[src/rtl/quad_pkg.sv]
`default_nettype none
// ============================================================================
// Module      : quad_pkg
// Description : Shared types and constants for the quadrature decoder:
//               AB state type, direction encodings, forward/reverse
//               next-state tables and lookup helpers.
// Revision    : 1.0 - initial release
// ============================================================================
package quad_pkg;

    // Sampled {A,B} pair
    typedef logic [1:0] ab_t;

    localparam logic DIR_FWD = 1'b0;
    localparam logic DIR_REV = 1'b1;

    // Next-state tables, indexed by the current {A,B} value (2 bits per entry,
    // entry for 2'b00 in bits [1:0]).
    // Forward : 00->10, 01->00, 10->11, 11->01
    localparam logic [7:0] c_FWD_NEXT = 8'b01_11_00_10;
    // Reverse : 00->01, 01->11, 10->00, 11->10
    localparam logic [7:0] c_REV_NEXT = 8'b10_00_11_01;

    function automatic ab_t fwd_next(input ab_t cur);
        return c_FWD_NEXT[{cur, 1'b0} +: 2];
    endfunction

    function automatic ab_t rev_next(input ab_t cur);
        return c_REV_NEXT[{cur, 1'b0} +: 2];
    endfunction

endpackage
`default_nettype wire

[src/rtl/quad_input_filter.sv]
`default_nettype none
// ============================================================================
// Module      : quad_input_filter
// Description : Two-flop synchronizer followed by a consecutive-sample
//               filter. A value is accepted once it has been seen on
//               FILT_LEN consecutive cycles; o_vld pulses for one cycle
//               whenever a value is accepted.
// Revision    : 1.0 - initial release
// ============================================================================
module quad_input_filter
    import quad_pkg::*;
#(
    parameter int FILT_LEN = 3
) (
    input  logic       clk,
    input  logic       rst_n,
    input  logic [1:0] i_ab,
    output logic [1:0] o_ab,
    output logic       o_vld
);

    localparam logic [3:0] c_LEN = 4'(FILT_LEN);

    logic [1:0] r_sync1;
    logic [1:0] r_sync2;
    logic [1:0] r_prime;
    ab_t        r_cand;
    logic [3:0] r_cnt;
    ab_t        r_out;
    logic       r_vld;

    logic       w_same;
    logic [3:0] w_cnt_next;
    logic       w_accept;

    // Metastability synchronizer; r_prime tracks when r_sync2 holds a real sample
    always_ff @(posedge clk or negedge rst_n) begin
        if (!rst_n) begin
            r_sync1 <= 2'b00;
            r_sync2 <= 2'b00;
            r_prime <= 2'b00;
        end else begin
            r_sync1 <= i_ab;
            r_sync2 <= r_sync1;
            r_prime <= {r_prime[0], 1'b1};
        end
    end

    // Run-length of the current candidate and acceptance on reaching FILT_LEN
    always_comb begin
        w_same     = (r_cnt != 4'd0) && (r_sync2 == r_cand);
        w_cnt_next = 4'd1;
        if (w_same) begin
            w_cnt_next = (r_cnt == c_LEN) ? c_LEN : r_cnt + 4'd1;
        end
        // Accept only on the cycle the run first reaches FILT_LEN
        w_accept = r_prime[1] && (w_cnt_next == c_LEN) && (!w_same || (r_cnt != c_LEN));
    end

    // Filter state and accepted output register
    always_ff @(posedge clk or negedge rst_n) begin
        if (!rst_n) begin
            r_cand <= 2'b00;
            r_cnt  <= 4'd0;
            r_out  <= 2'b00;
            r_vld  <= 1'b0;
        end else begin
            r_vld <= 1'b0;
            if (r_prime[1]) begin
                r_cand <= r_sync2;
                r_cnt  <= w_cnt_next;
                r_vld  <= w_accept;
                if (w_accept) begin
                    r_out <= r_sync2;
                end
            end
        end
    end

    assign o_ab  = r_out;
    assign o_vld = r_vld;

endmodule
`default_nettype wire

[src/rtl/quadrature_decoder.sv]
`default_nettype none
// ============================================================================
// Module      : quadrature_decoder
// Description : Quadrature encoder decoder with input filtering, signed
//               wrapping position counter, illegal-transition detection
//               with saturating error count and windowed velocity.
// Revision    : 1.0 - initial release
// ============================================================================
module quadrature_decoder
    import quad_pkg::*;
#(
    parameter int CNT_W      = 16,
    parameter int FILT_LEN   = 3,
    parameter int VEL_WINDOW = 100000
) (
    input  logic                    clk,
    input  logic                    rst_n,
    input  logic                    A,
    input  logic                    B,
    input  logic                    clear,
    output logic signed [CNT_W-1:0] pos,
    output logic                    dir,
    output logic                    step,
    output logic                    err,
    output logic [7:0]              err_cnt,
    output logic signed [CNT_W-1:0] vel,
    output logic                    vel_valid
);

    localparam int                       c_WIN_W    = (VEL_WINDOW > 2) ? $clog2(VEL_WINDOW) : 1;
    localparam logic [c_WIN_W-1:0]       c_WIN_LAST = c_WIN_W'(VEL_WINDOW - 1);
    localparam logic [c_WIN_W-1:0]       c_WIN_ONE  = c_WIN_W'(1);
    localparam logic signed [CNT_W-1:0]  c_ONE      = CNT_W'(1);
    localparam logic signed [CNT_W-1:0]  c_MAX      = {1'b0, {(CNT_W-1){1'b1}}};
    localparam logic signed [CNT_W-1:0]  c_MIN      = {1'b1, {(CNT_W-1){1'b0}}};

    ab_t                      w_ab;
    logic                     w_vld;
    logic                     w_change;
    logic                     w_fwd;
    logic                     w_rev;
    logic                     w_ill;
    logic signed [CNT_W-1:0]  w_acc_next;

    ab_t                      r_ref;
    logic                     r_init;
    logic signed [CNT_W-1:0]  r_pos;
    logic                     r_dir;
    logic                     r_step;
    logic                     r_err;
    logic [7:0]               r_err_cnt;
    logic [c_WIN_W-1:0]       r_win_cnt;
    logic signed [CNT_W-1:0]  r_acc;
    logic signed [CNT_W-1:0]  r_vel;
    logic                     r_vel_valid;

    quad_input_filter #(
        .FILT_LEN (FILT_LEN)
    ) u_filter (
        .clk   (clk),
        .rst_n (rst_n),
        .i_ab  ({A, B}),
        .o_ab  (w_ab),
        .o_vld (w_vld)
    );

    // Classify an accepted value against the reference state
    always_comb begin
        w_change = w_vld && r_init && (w_ab != r_ref);
        w_fwd    = w_change && (w_ab == fwd_next(r_ref));
        w_rev    = w_change && (w_ab == rev_next(r_ref));
        w_ill    = w_change && !w_fwd && !w_rev;
    end

    // Reference state, position, direction, step/error pulses, error count
    always_ff @(posedge clk or negedge rst_n) begin
        if (!rst_n) begin
            r_ref     <= 2'b00;
            r_init    <= 1'b0;
            r_pos     <= '0;
            r_dir     <= DIR_FWD;
            r_step    <= 1'b0;
            r_err     <= 1'b0;
            r_err_cnt <= 8'd0;
        end else begin
            r_step <= w_fwd || w_rev;
            r_err  <= w_ill;
            // The first accepted value after reset only seeds the reference
            if (w_vld) begin
                r_ref  <= w_ab;
                r_init <= 1'b1;
            end
            if (w_fwd) begin
                r_dir <= DIR_FWD;
            end else if (w_rev) begin
                r_dir <= DIR_REV;
            end
            // clear wins over a coincident step; direction still follows the step
            if (clear) begin
                r_pos <= '0;
            end else if (w_fwd) begin
                r_pos <= r_pos + c_ONE;
            end else if (w_rev) begin
                r_pos <= r_pos - c_ONE;
            end
            if (w_ill && (r_err_cnt != 8'hFF)) begin
                r_err_cnt <= r_err_cnt + 8'd1;
            end
        end
    end

    // Saturating accumulation of this cycle's step
    always_comb begin
        w_acc_next = r_acc;
        if (w_fwd && (r_acc != c_MAX)) begin
            w_acc_next = r_acc + c_ONE;
        end else if (w_rev && (r_acc != c_MIN)) begin
            w_acc_next = r_acc - c_ONE;
        end
    end

    // Free-running window; the last cycle publishes the total and restarts it
    always_ff @(posedge clk or negedge rst_n) begin
        if (!rst_n) begin
            r_win_cnt   <= '0;
            r_acc       <= '0;
            r_vel       <= '0;
            r_vel_valid <= 1'b0;
        end else begin
            if (r_win_cnt == c_WIN_LAST) begin
                r_win_cnt   <= '0;
                r_vel       <= w_acc_next;
                r_vel_valid <= 1'b1;
                r_acc       <= '0;
            end else begin
                r_win_cnt   <= r_win_cnt + c_WIN_ONE;
                r_vel_valid <= 1'b0;
                r_acc       <= w_acc_next;
            end
        end
    end

    assign pos       = r_pos;
    assign dir       = r_dir;
    assign step      = r_step;
    assign err       = r_err;
    assign err_cnt   = r_err_cnt;
    assign vel       = r_vel;
    assign vel_valid = r_vel_valid;

endmodule
`default_nettype wire

[config.mk]
export PLATFORM = sky130hd
export DESIGN_NAME = quadrature_decoder
export DESIGN_NICKNAME = d
export VERILOG_FILES = /design/src/rtl/quad_pkg.sv /design/src/rtl/quad_input_filter.sv /design/src/rtl/quadrature_decoder.sv
export SDC_FILE = /design/constraint.sdc
export NUM_CORES = 1
export LEC_CHECK = 0
export ABC_CLOCK_PERIOD_IN_PS = 9340
export BUFFER_PORTS_ARGS = -buffer_cell sky130_fd_sc_hd__buf_2
export CORE_ASPECT_RATIO = 1.4
export CORE_UTILIZATION = 55
export CTS_CLUSTER_SIZE = 30
export DETAILED_ROUTE_END_ITERATION = 8
export MAX_ROUTING_LAYER = met4
export PLACE_DENSITY = 0.86
export SETUP_SLACK_MARGIN = 0.4
export SYNTH_ARGS = -nofsm -noshare
export SYNTH_HDL_FRONTEND = slang
export SYNTH_SLANG_ARGS = --single-unit
[constraint.sdc]
create_clock -name clk -period 9.34 [get_ports clk]
set_input_delay 0.467 -clock clk [delete_from_list [all_inputs] [get_ports clk]]
set_output_delay 0.467 -clock clk [all_outputs]
set_load 0.1 [all_outputs]
; ---- After elaboration in Yosys (flattened, before gate mapping)
; Index checks and enable logic that the tools add are counted.
[totals]
ff_bits = 95
inputBits = 5
out_inout_bits = 44
elab_cells = 72
[classes]
addsub = 7
eq_ne = 11
n_shift = 2
mux = 13
n_reduce_logical = 21
[op_table]
columns = cell, n
row1 = $mux 16, 6
row2 = $add 16x2->16 const B, 2
row3 = $ne 16x16->1 const B, 2
row4 = $sub 16x2->16 const B, 2
row5 = $add 17x1->17 const B, 1
row6 = $eq 17x17->1 const B, 1
row7 = $mux 17, 1
row8 = $shiftx 8x4->2 const A, 2
row9 = $logic_and 1x1->1, 12
row10 = $add 8x1->8 const B, 1
row11 = $eq 4x2->1 const B, 2
row12 = $mux 4, 2
row13 = $ne 8x8->1 const B, 1
row14 = $eq 2x2->1, 3
row15 = $add 4x1->4 const B, 1
row16 = $mux 1, 4
row17 = $ne 4x2->1 const B, 1
row18 = $reduce_bool 4->1, 1
row19 = $logic_not 1->1, 3
row20 = $reduce_bool 3->1, 1
row21 = $logic_or 1x1->1, 2
row22 = $ne 2x2->1, 1
row23 = $reduce_and 2->1, 1
row24 = $reduce_bool 2->1, 1

; ---- Longest topological paths before layout
[logic_depth]
word_depth = 7
ltp_mapped = 11
depth_no_buf = 9

; ---- By module
; A second synthesis with hierarchy kept.
[hier_totals]
hier_cells = 523
area_unflattened_um2 = 5077.4
[by_module_without_submodules]
columns = module, n_inst, cells_each, area_each_um2
row1 = quadrature_decoder, 1, 471, 4421.7
row2 = quad_input_filter, 1, 52, 655.6

; ---- Least setup slack after synthesis
; OpenSTA, ideal clock, no wires.
[synth_timing]
path_kind = register to register
startpoint = register u_filter.r_out[1], in the netlist u_filter.o_ab[1]
endpoint = register r_pos[13], in the netlist pos[13]
setup_ns = 0.069
t_arrival_ns = 3.013
required_time_ns = 9.271
path_slack_ns = 6.259
path_stages_with_launch = 11
synth_period_minus_slack_ns = 3.081
cell_sequence = dfrtp_1 > xnor2_1 > nor3_4 > inv_2 > clkbuf_1 > ha_1 > o211ai_1 > o21ai_0 > a31oi_1 > or4_1 > nand3_1
[synth_via]
elab_chain_len = 5
[synth_lines]
columns = item, line_no
row1 = from (decl), quad_input_filter.sv:29  ; ab_t r_out;
row2 = from (signal assigned), quad_input_filter.sv:74  ; r_out <= r_sync2;
row3 = $ne 2x2->1, quadrature_decoder.sv:69  ; w_change = w_vld && r_init && (w_ab != r_ref);
row4 = $logic_and 1x1->1, quadrature_decoder.sv:69
row5 = $logic_and 1x1->1, quadrature_decoder.sv:70  ; w_fwd = w_change && (w_ab == fwd_next(r_ref));
row6 = $mux 16, quadrature_decoder.sv:101  ; end else if (w_fwd) begin
row7 = $mux 16, quadrature_decoder.sv:99  ; if (clear) begin
row8 = to (signal assigned), quadrature_decoder.sv:102  ; r_pos <= r_pos + c_ONE;
row9 = to (signal assigned), quadrature_decoder.sv:104  ; r_pos <= r_pos - c_ONE;
row10 = to (decl), quadrature_decoder.sv:47  ; logic signed [CNT_W-1:0] r_pos;
; Several ways; a longest one is shown, not always the timed one.
; A chain may end at the register's enable or synchronous reset.

; ---- Worst setup path in the final report
[layout_timing]
startpoint = register u_filter.r_out[1], in the netlist u_filter.o_ab[1]
endpoint = register r_pos[10], in the netlist pos[10]
; Same word-level chain as after synthesis.

==> metrics <==
status finished, final reports clean; clk_lat worst skew 350 ps; Worst setup EP type flip-flop; routed wire length 12100 um; Initial DRT Pass Iterations 5; most frequent cell after synthesis dfrtp_1; hold buffer count at CTS 0; count of non-filler cells in the finished layout 736; Period minus WS final 3360 ps; first-pass GRT wire length 20300 um; slowest CP cell a211oi_1; sequential area share after synthesis 43.8%; LEAKAGE 2.78 nW; Die H 119 um; Mean Syn Cell Area 9.70 um2; Post-synth ARST share 100%; GR Util All Layers 25.7%; H-Tree Depth 3; CTS tree yes; initial DRC count 378; Reg2Reg Depth 9; post-CTS sizing 0; routed via count 4572; diode count 0; Setup TNS 0 ps; CP startpoint kind flip-flop; Max-Cap Viols 0; worst slew pin tran 1110 ps; fmax 297 MHz; Yosys cell types 66; Syn Inst Count 559; Initial Utilization 57.0%; Seq cells post-synth 95; antenna viol nets, final 0; Crit Path Class flip-flop to flip-flop; clk_skew 8.58 ps; Max IR drop VDD 0.112 mV; top cells by count, synth dfrtp_1, nand2_1, nand3_1; worst path cell trace xnor2_1 -> nor3_4 -> inv_2 -> ha_1 -> a21oi_1 -> a211oi_1 -> o21ai_0 -> a2111o_1 -> nand3_1; Cell Area, Synth 5420 um2; Power Dens Cells 169 nW/um2; initial antenna violation count 0; Final Net Count 628; Final setup viols 0; Core Area 9510 um2; placed cells 720; clk slew on worst S/H paths 60 ps; GPL Wtd Cong 0.938; arrival time worst endpoint 3650 ps; DIE AREA 10300 um2; root buffer cell clkbuf_16; area leader, netlist dfrtp_1; Max Buffers Root-to-Sink 2; top cells by area, synth dfrtp_1, ha_1, xnor2_1; DP Wirelength 8440 um; TritonCTS Buffers 9; Core Rows 42; synth-to-layout area growth 12.0%; Max-slew headroom 25.6%; vias in the first global route 4500; IO Pins 49; Ys Warns 0; area share of the largest cell type after synthesis 43.8%; Post-route DRC 0; Overflow after GRT 0; pin count of the biggest net entering global routing 52; Die X 85.9 um; vias per cell 6.21; share of cells above drive strength 1 14.6%; hold crit path type primary input to async pin; PortBufs 48; TritonCTS Sinks 95; CP max FO 29; Post-Syn Nets 588; RSZ-0062 raised after global routing no; CP max stage delay 590 ps; wire per inst 16.5 um; main flop type after synthesis dfrtp_1; Crit path required time 9620 ps; fin crit share 36.0%; endpoints failing hold 0; post-CTS setup buffer count 0; Final Max Tran Viols 0; Post-synth EDFFs 0
flip-flops by register name, summed over array words and instances (netlist names):
name,cells
u_filter.r_sync1,2
u_filter.r_cand,2
u_filter.o_ab,2
u_filter.r_prime,2
r_init,1
r_ref,2
err,1
vel_valid,1
err_cnt,8
u_filter.o_vld,1
r_win_cnt,17
u_filter.r_sync2,2
vel,16
dir,1
u_filter.r_cnt,4
step,1
r_acc,16
pos,16
metrics by stage:
stage	setup WS, ps	area, um2	power, mW	hold slack, ps	util (%)
global placement	6250	5750	0.630	333	60.5
floorplan	6260	5420	0.601	171	-
global route	5850	6070	1.07	163	63.8
CTS	6070	6070	1.03	131	63.8
detailed placement	6160	5750	0.642	336	60.5
finish	5980	6070	1.02	108	63.8
metal layers:
metal | vias to the layer above | share of wire, % | global-route usage (%)
met5 | - | 0 | -
met4 | 0 | 3.4 | 13.9
met3 | 40 | 4.4 | 5.20
met2 | 151 | 51 | 42.4
met1 | 2225 | 41 | 29.1
li1 | 2156 | - | -
worst paths after layout:
kind,start,end,slack [ps]
max,u_filter.o_ab[1]$_DFFE_PN0P_,pos[10]$_DFFE_PN0P_,5980
min,rst_n,r_acc[7]$_DFF_PN0_,110
max reg2reg,u_filter.o_ab[1]$_DFFE_PN0P_,pos[10]$_DFFE_PN0P_,5980
min reg2reg,u_filter.r_sync1[0]$_DFF_PN0_,u_filter.r_sync2[0]$_DFF_PN0_,350
max in group asynchronous,rst_n,u_filter.r_cand[1]$_DFFE_PN0P_,8210
min in group clk,B,u_filter.r_sync1[0]$_DFF_PN0_,220
cell usage in the layout, fill, tap and decap left out, types with 9 or more instances in the layout:
cell / Yosys / routed
dfrtp_1: 95 / 95
nand2_1: 53 / 53
buf_2: 3 / 47
nand3_1: 31 / 31
nor3_1: 29 / 29
nor2_1: 29 / 29
xnor2_1: 25 / 25
a21oi_1: 24 / 24
ha_1: 23 / 23
inv_1: 18 / 18
nand4_1: 17 / 17
o21ai_0: 16 / 16
xor2_1: 12 / 12
o31ai_1: 12 / 12
nand3b_1: 9 / 9
clkbuf_16: 0 / 9
area by class of cell:
class | instances | area [um2]
fill | 752 | 3440
multi-input combinational | 424 | 2880
sequential | 95 | 2380
clock buffer | 12 | 267
timing repair buffer | 49 | 250
tap | 132 | 165
inverter | 20 | 75.1
clock inverter | 4 | 52.6
critical path, delay by kind of cell (launching register included):
kind,cells,cell delay (ps)
AOI/OAI and AO/OA,4,1400
and+or+nand+nor,2,470
DFF,1,450
adders and majority gates,1,420
buffers and inverters,1,320
xor gates and xnor gates,1,230
cell families after synthesis:
logic type	after synthesis	share of synthesized area, %
multiplexers	10	2.03
XOR/XNOR	37	5.98
other	1	0.0692
AO/OA/AOI/OAI	113	14.5
flip-flops	95	43.8
AND/OR/NAND/NOR	239	24.9
buffers and inverters	40	2.98
adder cells (fa/ha/maj)	24	5.68
power breakdown:
part           total (mW)  internal (mW)  switching (mW)  leakage (nW)
Sequential          0.470          0.434          0.0360          1.28
Clock               0.386          0.230           0.156         0.159
Combinational       0.169         0.0652           0.104          1.34
Power figures use the tool's default switching activity.
